<file path="src/rtl/mem_stage_pkg.sv">
// Shared definitions for the RV32IM memory-access stage: funct3 codes, FSM
// encoding, byte-enable constants and the access-size decode.
package mem_pkg;

    localparam logic [2:0] F3_B  = 3'b000;
    localparam logic [2:0] F3_H  = 3'b001;
    localparam logic [2:0] F3_W  = 3'b010;
    localparam logic [2:0] F3_BU = 3'b100;
    localparam logic [2:0] F3_HU = 3'b101;

    typedef enum logic [1:0] {
        ST_IDLE = 2'd0,
        ST_REQ  = 2'd1,
        ST_WAIT = 2'd2
    } state_e;

    typedef enum logic [1:0] {
        SZ_B = 2'd0,
        SZ_H = 2'd1,
        SZ_W = 2'd2
    } size_e;

    localparam logic [3:0] BE_NONE = 4'b0000;
    localparam logic [3:0] BE_B0   = 4'b0001;
    localparam logic [3:0] BE_H_LO = 4'b0011;
    localparam logic [3:0] BE_H_HI = 4'b1100;
    localparam logic [3:0] BE_W    = 4'b1111;

    // Unsigned byte/half codes exist only for loads; a store with them is a word.
    function automatic size_e access_size(input logic [2:0] f3, input logic is_store);
        size_e sz;
        sz = SZ_W;
        case (f3)
            F3_B:    sz = SZ_B;
            F3_H:    sz = SZ_H;
            F3_W:    sz = SZ_W;
            F3_BU:   sz = is_store ? SZ_W : SZ_B;
            F3_HU:   sz = is_store ? SZ_W : SZ_H;
            default: sz = SZ_W;
        endcase
        return sz;
    endfunction

endpackage

</file>
<file path="src/rtl/mem_stage_load_align.sv">
// Load data alignment: picks the addressed byte/half lane out of the memory
// word and sign- or zero-extends it according to funct3.
module load_align
    import mem_pkg::*;
#(
    parameter int W = 32
) (
    input  logic [W-1:0] rdata_i,
    input  logic [1:0]   addr_lo_i,
    input  logic [2:0]   funct3_i,
    output logic [W-1:0] result_o
);

    logic signed [7:0]   byte_s;
    logic signed [15:0]  half_s;
    logic signed [W-1:0] byte_ext;
    logic signed [W-1:0] half_ext;

    always_comb begin
        case (addr_lo_i)
            2'd0:    byte_s = rdata_i[7:0];
            2'd1:    byte_s = rdata_i[15:8];
            2'd2:    byte_s = rdata_i[23:16];
            default: byte_s = rdata_i[31:24];
        endcase
        half_s   = addr_lo_i[1] ? rdata_i[31:16] : rdata_i[15:0];
        byte_ext = W'(byte_s);
        half_ext = W'(half_s);

        case (access_size(funct3_i, 1'b0))
            SZ_B:    result_o = (funct3_i == F3_BU) ? {{(W-8){1'b0}}, byte_s}
                                                    : $unsigned(byte_ext);
            SZ_H:    result_o = (funct3_i == F3_HU) ? {{(W-16){1'b0}}, half_s}
                                                    : $unsigned(half_ext);
            default: result_o = rdata_i;
        endcase
    end

endmodule

</file>
<file path="src/rtl/mem_stage.sv">
// RV32IM memory-access stage: ALU pass-through or byte/half/word load/store over
// a req/gnt/rvalid port. Optional macro MEM_MISALIGN_TRAP_EN enables the misaligned check.
module mem_stage
    import mem_pkg::*;
#(
    parameter int W = 32,
    parameter int R = 5
) (
    input  logic         clk,
    input  logic         a_reset_n,
    input  logic         in_valid,
    input  logic [W-1:0] in_alu_result,
    input  logic [W-1:0] in_store_data,
    input  logic [R-1:0] in_rd,
    input  logic         in_useRd,
    input  logic         in_memRead,
    input  logic         in_memWrite,
    input  logic [2:0]   in_funct3,
    output logic         dmem_req,
    output logic         dmem_we,
    output logic [3:0]   dmem_be,
    output logic [W-1:0] dmem_addr,
    output logic [W-1:0] dmem_wdata,
    input  logic         dmem_gnt,
    input  logic         dmem_rvalid,
    input  logic [W-1:0] dmem_rdata,
    output logic [W-1:0] out_result,
    output logic [R-1:0] out_rd,
    output logic         out_useRd,
    output logic         out_stall,
    output logic         out_misaligned
);

    state_e       state_q;
    logic [W-1:0] addr_q;
    logic [W-1:0] wdata_q;
    logic [3:0]   be_q;
    logic         we_q;
    logic [R-1:0] rd_q;
    logic         useRd_q;
    logic [2:0]   funct3_q;
    logic         is_load_q;

    size_e        in_size;
    logic         is_mem;
    logic         misaligned;
    logic         accept;
    logic [3:0]   be_d;
    logic [W-1:0] wdata_d;
    logic [W-1:0] load_result;

    // Decode of the incoming instruction while the stage is idle.
    always_comb begin
        in_size = access_size(in_funct3, in_memWrite);
        is_mem  = in_valid && (in_memRead || in_memWrite);
        case (in_size)
            SZ_B: begin
                be_d    = BE_B0 << in_alu_result[1:0];
                wdata_d = {4{in_store_data[7:0]}};
            end
            SZ_H: begin
                be_d    = in_alu_result[1] ? BE_H_HI : BE_H_LO;
                wdata_d = {2{in_store_data[15:0]}};
            end
            default: begin
                be_d    = BE_W;
                wdata_d = in_store_data;
            end
        endcase
`ifdef MEM_MISALIGN_TRAP_EN
        misaligned = is_mem && (state_q == ST_IDLE)
                     && (((in_size == SZ_H) && in_alu_result[0])
                      || ((in_size == SZ_W) && (in_alu_result[1:0] != 2'b00)));
`else
        misaligned = 1'b0;
`endif
        accept = (state_q == ST_IDLE) && is_mem && !misaligned;
    end

    always_ff @(posedge clk or negedge a_reset_n) begin
        if (!a_reset_n) begin
            state_q   <= ST_IDLE;
            addr_q    <= '0;
            wdata_q   <= '0;
            be_q      <= BE_NONE;
            we_q      <= 1'b0;
            rd_q      <= '0;
            useRd_q   <= 1'b0;
            funct3_q  <= '0;
            is_load_q <= 1'b0;
        end else begin
            case (state_q)
                ST_IDLE: begin
                    if (accept) begin
                        addr_q    <= in_alu_result;
                        wdata_q   <= wdata_d;
                        be_q      <= be_d;
                        we_q      <= in_memWrite;
                        rd_q      <= in_rd;
                        useRd_q   <= in_useRd;
                        funct3_q  <= in_funct3;
                        is_load_q <= in_memRead;
                        state_q   <= ST_REQ;
                    end
                end
                ST_REQ: begin
                    if (dmem_gnt) begin
                        state_q <= is_load_q ? ST_WAIT : ST_IDLE;
                    end
                end
                ST_WAIT: begin
                    if (dmem_rvalid) begin
                        state_q <= ST_IDLE;
                    end
                end
                default: state_q <= ST_IDLE;
            endcase
        end
    end

    // Request fields come straight from registers so they stay stable until gnt.
    assign dmem_req   = (state_q == ST_REQ);
    assign dmem_we    = dmem_req && we_q;
    assign dmem_be    = dmem_req ? be_q : BE_NONE;
    assign dmem_addr  = {addr_q[W-1:2], 2'b00};
    assign dmem_wdata = wdata_q;

    load_align #(
        .W(W)
    ) u_load_align (
        .rdata_i   (dmem_rdata),
        .addr_lo_i (addr_q[1:0]),
        .funct3_i  (funct3_q),
        .result_o  (load_result)
    );

    always_comb begin
        out_result     = in_alu_result;
        out_rd         = in_rd;
        out_useRd      = in_valid && in_useRd;
        out_stall      = 1'b0;
        out_misaligned = 1'b0;
        case (state_q)
            ST_IDLE: begin
                if (misaligned) begin
                    out_useRd      = 1'b0;
                    out_misaligned = 1'b1;
                end else if (accept) begin
                    out_useRd = 1'b0;
                    out_stall = 1'b1;
                end
            end
            ST_REQ: begin
                out_result = load_result;
                out_rd     = rd_q;
                out_useRd  = 1'b0;
                out_stall  = !(dmem_gnt && !is_load_q);
            end
            ST_WAIT: begin
                out_result = load_result;
                out_rd     = rd_q;
                out_useRd  = dmem_rvalid && useRd_q;
                out_stall  = !dmem_rvalid;
            end
            default: begin
                out_useRd = 1'b0;
            end
        endcase
    end

endmodule

</file>
<file path="config.mk">
export PLATFORM = sky130hd
export DESIGN_NAME = mem_stage
export DESIGN_NICKNAME = d
export VERILOG_FILES = /design/src/rtl/mem_stage_pkg.sv /design/src/rtl/mem_stage_load_align.sv /design/src/rtl/mem_stage.sv
export SDC_FILE = /design/constraint.sdc
export NUM_CORES = 1
export LEC_CHECK = 0
export CORE_ASPECT_RATIO = 1.2
export CORE_MARGIN = 4
export CORE_UTILIZATION = 46
export CTS_CLUSTER_DIAMETER = 120
export DETAILED_ROUTE_END_ITERATION = 12
export HOLD_SLACK_MARGIN = 0.15
export PLACE_DENSITY = 0.95
export SYNTH_ARGS = -nofsm -noshare
export SYNTH_HDL_FRONTEND = slang
export SYNTH_HIERARCHICAL = 1
export SYNTH_SLANG_ARGS = --single-unit
</file>
<file path="constraint.sdc">
create_clock -name clk -period 8.44 [get_ports clk]
set_input_delay 2.532 -clock clk [delete_from_list [all_inputs] [get_ports clk]]
set_output_delay 2.532 -clock clk [all_outputs]
set_load 0.02 [all_outputs]
</file>
==> results of run 1 <==
-- through the flow --
step / hold WS [ns] / power [mW] / setup WS [ns] / util (%) / instances
finish: 0.476 / 3.03 / 0.955 / 69.9 / 887
global route: 0.493 / 3.19 / 0.875 / 69.9 / 887
CTS: 0.478 / 3.04 / 0.969 / 69.9 / 887
detailed placement: 0.463 / 2.65 / 0.984 / 67.1 / 871
global placement: 0.454 / 2.59 / 1.11 / 67.1 / 871
floorplan: 0.438 / 1.90 / 2.08 / - / 592
-- synth_stat cells (2+ instances only) --
cell type,number
dfrtp_1,81
nand3_1,9
buf_6,3
mux2_2,36
a31oi_1,21
a22oi_1,8
nand2_1,208
nor2_1,23
buf_2,11
buf_4,34
o21ai_2,2
o21ai_1,6
and2_1,5
o21ai_0,20
ha_1,4
a221o_1,8
a21oi_1,16
inv_1,22
nand2b_1,7
mux2i_1,11
nor2b_1,2
a21oi_2,10
clkbuf_1,21
o21bai_1,3
-- routing by layer --
metal	track usage, %	vias up	routed length [microns]
met3	8.11	55	1890
met4	12.9	0	735
met2	46.8	299	8360
li1	-	2253	-
met1	30.8	2282	6090
met5	0	-	0
-- final timing paths --
| kind | startpoint | to | slack, ns | cells past startpoint |
|---|---|---|---|---|
| max in group asynchronous | a_reset_n | addr_q[15] | 5.38 | 1 |
| setup / recovery | dmem_rdata[15] | out_result[22] | 0.95 | 8 |
| hold reg to reg | dmem_wdata[2] | dmem_wdata[2] | 0.48 | 2 |
| setup reg to reg | state_q[1] | dmem_wdata[27] | 6.43 | 5 |
| min in group asynchronous | a_reset_n | addr_q[17] | 2.37 | 1 |
| hold / removal | dmem_wdata[2] | dmem_wdata[2] | 0.48 | 2 |
-- tightest hold or removal path, cell delays in order (launching register included) --
cell and delay, ns:
dfrtp_1 0.34, nand2_1 0.05, nand2_1 0.06
-- logic make-up after synthesis --
family                   Yosys count  share of synthesized area [%]
AO/OA/AOI/OAI                    103                           14.4
buffers and inverters             92                           10.4
adder cells (fa/ha/maj)            4                           1.02
flip-flops                        81                           41.5
other                              1                         0.0768
AND/OR/NAND/NOR                  261                           21.7
multiplexers                      48                           10.9
-- sequential cells by signal, indices dropped and copies added (netlist names) --
signal	flops
addr_q	32
be_q	4
dmem_wdata	32
funct3_q	3
is_load_q	1
rd_q	5
state_q	2
useRd_q	1
we_q	1
-- layout by cell type, fill, tap and decap left out, types with 3 or more instances in the layout --
master	instances
a31oi_1	21
o21bai_1	3
ha_1	4
dfrtp_1	81
and2_1	5
mux2i_1	11
a21oi_1	16
clkdlybuf4s50_1	217
a22oi_1	8
nor2_1	23
inv_1	22
clkbuf_16	9
nand2_1	208
o21ai_0	20
nand3_1	9
a221o_1	8
conb_1	3
buf_4	6
clkinv_2	3
mux2_2	36
o21ai_1	6
nand2b_1	7
a21oi_2	10
-- final cells by class --
type,count,area share [%]
timing repair buffer,223,31.1
clock buffer,11,3.54
tap,126,2.21
inverter,22,1.16
clock inverter,5,0.421
sequential,81,28.4
multi-input combinational,419,33.2
-- report_power, final --
group / switching [mW] / internal [mW]
Sequential: 0.128 / 0.575
Clock: 0.158 / 0.214
Combinational: 1.04 / 0.906
Total: 1.33 / 1.69
==> metrics.md, run 1 <==
| Metric | Value |
|---|---|
| Vias per cell | `roughly 5.5` |
| Setup tns final | `0 ns` |
| Max-cap check violation count | `0` |
| Worst Path Buf+Inv | `3` |
| Max Root-Sink Buffers | `2` |
| Crit end category | `output pin` |
| Antenna diode count | `0` |
| Crit Path Class | `in -> out` |
| Drt drc | `0` |
| Share of synthesized registers carrying an async set or reset | `100%` |
| Multi-input logic area | `~0.0024 sq mm` |
| Clock Sinks | `81` |
| Number of flops mapped to enable cells by yosys | `0` |
| Share of the synthesized area in the top cell type | `41.5%` |
| Critical path required time | `5.91 ns` |
| Synth warn | `6` |
| Power Dens Cells | `424 mW/mm^2` |
| Seq cells post-synth | `about 80` |
| GRT Util Overall | `27.4%` |
| Pins over their slew limit | `0` |
| Leading area contributor after synthesis | `dfrtp_1` |
| Synthesized area | `0.00489 sq mm` |
| Cts repair resizes | `0` |
| Port Buf Inserts | `218` |
| Die Wd | `102 microns` |
| Final Cycle Share | `88.7%` |
| Final Setup Violations | `0` |
| Hpwl dp | `12.6 mm` |
| Final hold vios | `0` |
| Hold crit path type | `reg -> reg` |
| Final ANT Viol Nets | `0` |
| Routability cong. | `about 0.89` |
| DRT Pass-1 Iters | `5` |
| FF+latch area | `0.00203 sq mm` |
| Leak Pwr | `~3.2 nW` |
| Crit start category | `input pin` |
| Vias | `a little under 5000` |
| H-tree depth reported by CTS | `3` |
| Most used cell along the critical path | `clkdlybuf4s50_1` |
| Synth Area per Inst | `8.28 sq um` |
| WL/cell | `19.2 microns` |
| Number of setup buffers added after CTS | `0` |
| Fmax | `0.134 GHz` |
| Starting DRT DRC Count | `246` |
| Nets | `872` |
| IO Pins | `222` |
| Antenna violations before repair | `0` |
| Critical Path Max Stage Delay | `0.57 ns` |
| Root buf cell | `clkbuf_16` |
| Data arrival time of the critical path | `4.95 ns` |
| First-pass GRT wire length | `around 26 mm` |
| Initial Utilization | `47.9%` |
| Clock-pin slew on the worst setup and hold paths | `0.06 ns` |
| Largest delay share family, worst path | `buffers and inverters` |
| Synth Instances | `between 500 and 600` |
| Synth Flop Type | `dfrtp_1` |
| Vias in the first global route | `around 4900` |
| Std cell rows | `40` |
| Area growth syn-to-layout | `46.0%` |
| Die Footprint | `roughly 0.012 sq mm` |
| Fraction of layout cells with a size suffix above 1 | `9.99%` |
| Core ar. | `0.0102 sq mm` |
| CP max-delay cell | `clkdlybuf4s50_1` |
| Crit path cell chain | `clkdlybuf4s50_1 -> mux2_4 -> a2bb2oi_2 -> nor3b_4 -> buf_4 -> a21oi_1 -> mux2_2 -> clkdlybuf4s50_1` |
| Fin area | `0.00713 sq mm` |
| Sequential area share after synthesis | `about two fifths` |
| CTS tree | `yes` |
| Placed cell area | `0.00685 sq mm` |
| Hold Buf Count CTS | `0` |
| Tmin final | `7.49 ns` |
| GR Overflow Total | `0` |
| FILL cells | `roughly 800` |
| Synth area leaders | `dfrtp_1, nand2_1, mux2_2, buf_4, a31oi_1` |
| Status | `completed` |
| Routed WL | `roughly 17 mm` |
| Clock Skew | `0.00392 ns` |
| Die height | `about 120 microns` |
| Crit-path max FO | `16` |
| Worst Max-Slew Pin Slew | `between 1 and 1.5 ns` |
| Unrepaired setup endpoints after global routing | `false` |
| Worst skew pair latency | `0.33 ns` |
| Largest net degree at the start of global routing | `84` |
| Distinct cells, synth | `43` |
| Slew HR | `between 30 and 40%` |
| CTS buffer count | `9` |
| Peak VDD IR | `0.000232 V` |
No activity file was read; power rests on OpenSTA's default activity.
==> run 2: changes to the inputs <==
--- a/config.mk
+++ b/config.mk
@@ -5,13 +5,16 @@
 export SDC_FILE = /design/constraint.sdc
 export NUM_CORES = 1
 export LEC_CHECK = 0
+export CELL_PAD_IN_SITES_DETAIL_PLACEMENT = 1
+export CELL_PAD_IN_SITES_GLOBAL_PLACEMENT = 1
 export CORE_ASPECT_RATIO = 1.2
 export CORE_MARGIN = 4
-export CORE_UTILIZATION = 46
+export CORE_UTILIZATION = 32
 export CTS_CLUSTER_DIAMETER = 120
 export DETAILED_ROUTE_END_ITERATION = 12
 export HOLD_SLACK_MARGIN = 0.15
 export PLACE_DENSITY = 0.95
+export SETUP_SLACK_MARGIN = 0.1
 export SYNTH_ARGS = -nofsm -noshare
 export SYNTH_HDL_FRONTEND = slang
 export SYNTH_HIERARCHICAL = 1
==> run 2 against run 1 <==
Effect of this change: clock-buffer cell count is 2 lower; final cell count up 8.8%; routed wire length is 9.4% higher; largest cell class unchanged; largest power group unchanged.
==> metrics.md, run 2 (same netlist as run 1, synthesis figures left out) <==
| Metric | Value |
|---|---|
| Vias per cell | `5.04 (-8.6%)` |
| CP max-delay cell | `clkdlybuf4s50_1` |
| CTS buffer count | `9 (unchanged)` |
| Critical path required time | `5.91 ns (about the same)` |
| Core ar. | `0.0150 sq mm (+47%)` |
| Clock power share | `14.0% (+1.7 points)` |
| Worst Slack Setup Final | `0.957 ns (+0.00197 ns)` |
| Most used cell along the critical path | `clkdlybuf4s50_1` |
| Status | `completed` |
| Root buf cell | `clkbuf_16` |
| Clock-pin slew on the worst setup and hold paths | `0.06 ns (about the same)` |
| H-tree depth reported by CTS | `3 (unchanged)` |
| Data arrival time of the critical path | `4.95 ns (about the same)` |
| Hold Buf Count CTS | `0 (unchanged)` |
| Die Footprint | `0.0173 sq mm (+40%)` |
| WL/cell | `19.4 microns (+0.54%)` |
| Hpwl dp | `14.0 mm (+11%)` |
| Sw frac | `43.7% (-0.24 points)` |
| Initial Utilization | `32.7% (-15 points)` |
| Leak Pwr | `3.20 nW (+0.44%)` |
| Nets | `872 (unchanged)` |
| CTS tree | `yes` |
| Fin util | `48.6% (-21 points)` |
| GRT Util Overall | `21.5% (-5.8 points)` |
| Hold crit path type | `reg -> reg` |
| Total power | `3.10 mW (+2.5%)` |
| Drt drc | `0 (unchanged)` |
| Unrepaired setup endpoints after global routing | `false` |
| Crit path cell chain | `clkdlybuf4s50_1 -> mux2_4 -> a2bb2oi_2 -> nor3b_4 -> buf_4 -> a21oi_1 -> mux2_2 -> clkdlybuf4s50_1` |
| Slew HR | `33.2% (+3.1 points)` |
| Fin area | `0.00728 sq mm (+2.0%)` |
| Setup tns final | `0 ns (unchanged)` |
| Power Dens Cells | `426 mW/mm^2 (+0.52%)` |
| Largest net degree at the start of global routing | `84 (unchanged)` |
| Pre-CTS WS | `0.954 ns (-0.0294 ns)` |
| Final ANT Viol Nets | `0 (unchanged)` |
| Most common cell after layout, fill and taps aside | `clkdlybuf4s50_1` |
| Tmin final | `7.48 ns (-0.00197 ns)` |
| Fmax | `0.134 GHz (about the same)` |
| Fraction of layout cells with a size suffix above 1 | `10.1% (+0.13 points)` |
| Placed cell area | `0.00695 sq mm (+1.5%)` |
| Max Root-Sink Buffers | `2 (unchanged)` |
| Peak VDD IR | `0.000176 V (-24%)` |
| Crit-path max FO | `16 (unchanged)` |
| DRT Pass-1 Iters | `4 (-1)` |
| Area growth syn-to-layout | `48.9%` |
| Die height | `143 microns (+19%)` |
| Clock Sinks | `81 (unchanged)` |
| Clock Skew | `0.00574 ns (+0.00182 ns)` |
| Antenna diode count | `0 (unchanged)` |
| Worst Max-Slew Pin Slew | `1.00 ns (-0.0471 ns)` |
| Hold path depth | `2 (unchanged)` |
| Starting DRT DRC Count | `182 (-26%)` |
| Port Buf Inserts | `218 (unchanged)` |
| GR Overflow Total | `0 (unchanged)` |
| Crit Path Class | `in -> out` |
| Net switching power | `1.36 mW (+2.0%)` |
| First-pass GRT wire length | `29.0 mm (+11%)` |
| Power Internal | `1.75 mW (+3.0%)` |
| Final Cycle Share | `88.7% (about the same)` |
| Vias in the first global route | `5234 (+6.0%)` |
| Final Setup Violations | `0 (unchanged)` |
| Seq pwr share | `22.6% (-0.7 points)` |
| Crit end category | `output pin` |
| Pins over their slew limit | `0 (unchanged)` |
| Hold Worst Slack | `0.473 ns (-0.00319 ns)` |
| Antenna violations before repair | `0 (unchanged)` |
| Commonest cells after routing, fill and taps aside | `clkdlybuf4s50_1, nand2_1, dfrtp_1` |
| Max-cap check violation count | `0 (unchanged)` |
| Crit start category | `input pin` |
| Final hold vios | `0 (unchanged)` |
| Vias | `4861 (-0.57%)` |
| Critical Path Max Stage Delay | `0.54 ns (-0.03 ns)` |
| Worst skew pair latency | `0.34 ns (about the same)` |
| Number of setup buffers added after CTS | `0 (unchanged)` |
| Die Wd | `121 microns (+18%)` |
| Routed WL | `18.7 mm (+9.4%)` |
| Placed cells | `949 (+9.0%)` |
| Share of power burned in combinational logic | `63.4% (-1.0 points)` |
| Std cell rows | `49 (+23%)` |
| Cts repair resizes | `0 (unchanged)` |
| Routability cong. | `0.810 (-9.0%)` |
| Non-filler instance count after layout | `965 (+8.8%)` |
| FF-to-FF path depth | `5 (unchanged)` |
| IO Pins | `222 (unchanged)` |
==> run 2: cell types whose count changed in the layout (fill, tap and decap cells not counted) <==
cell,previous run,this run
clkbuf_8,2,0
clkinv_4,0,1
ha_1,4,3
bufinv_16,0,2
inv_6,0,2
ha_2,0,1
clkinv_2,3,0
==> run 2: critical path: cells and delay by family <==
family / cells / cell delay, ns
AND/OR/NAND/NOR: 1 / 0.20
AO/OA/AOI/OAI: 2 / 0.25
buffers and inverters: 3 / 1.34
multiplexers: 2 / 0.60
==> run 2: layout make-up <==
class	instances	area, sq um
repair buffers	223	2220
inverters	22	82.6
clock buffers	9	225
multi-input cells	419	2370
well taps	204	255
clock inverters	7	101
fillers	1772	7680
flip-flops and latches	81	2030
==> run 2: power by group through the flow <==
stage / registers [mW] / logic (mW) / clock network [mW]
3_3_place_gp: 0.693 / 1.93 / 0
2_1_floorplan: 0.761 / 1.14 / 0
4_1_cts: 0.703 / 1.99 / 0.449
6_report: 0.702 / 1.97 / 0.435
5_1_grt: 0.728 / 2.11 / 0.464
3_5_place_dp: 0.709 / 1.98 / 0
==> run 2: worst paths after layout <==
path | start | endpoint | slack, ns
worst max-delay path | dmem_rdata[15] | out_result[26] | 0.96
worst min-delay path | we_q | we_q | 0.47
worst max register to register | state_q[1] | dmem_wdata[29] | 6.44
worst min register to register | we_q | we_q | 0.47
max in group asynchronous | a_reset_n | addr_q[17] | 5.28
min in group asynchronous | a_reset_n | dmem_wdata[19] | 2.14
==> run 2: layer usage <==
| metal | wire (microns) | share of wire (%) | GRT usage, % | vias to the layer above |
|---|---|---|---|---|
| met2 | 9450 | 51 | 37.9 | 207 |
| met5 | 0 | 0 | 0 | - |
| met3 | 1390 | 7.4 | 6.38 | 31 |
| met4 | 503 | 2.7 | 7.94 | 0 |
| met1 | 7330 | 39 | 24.9 | 2368 |
| li1 | - | - | - | 2255 |
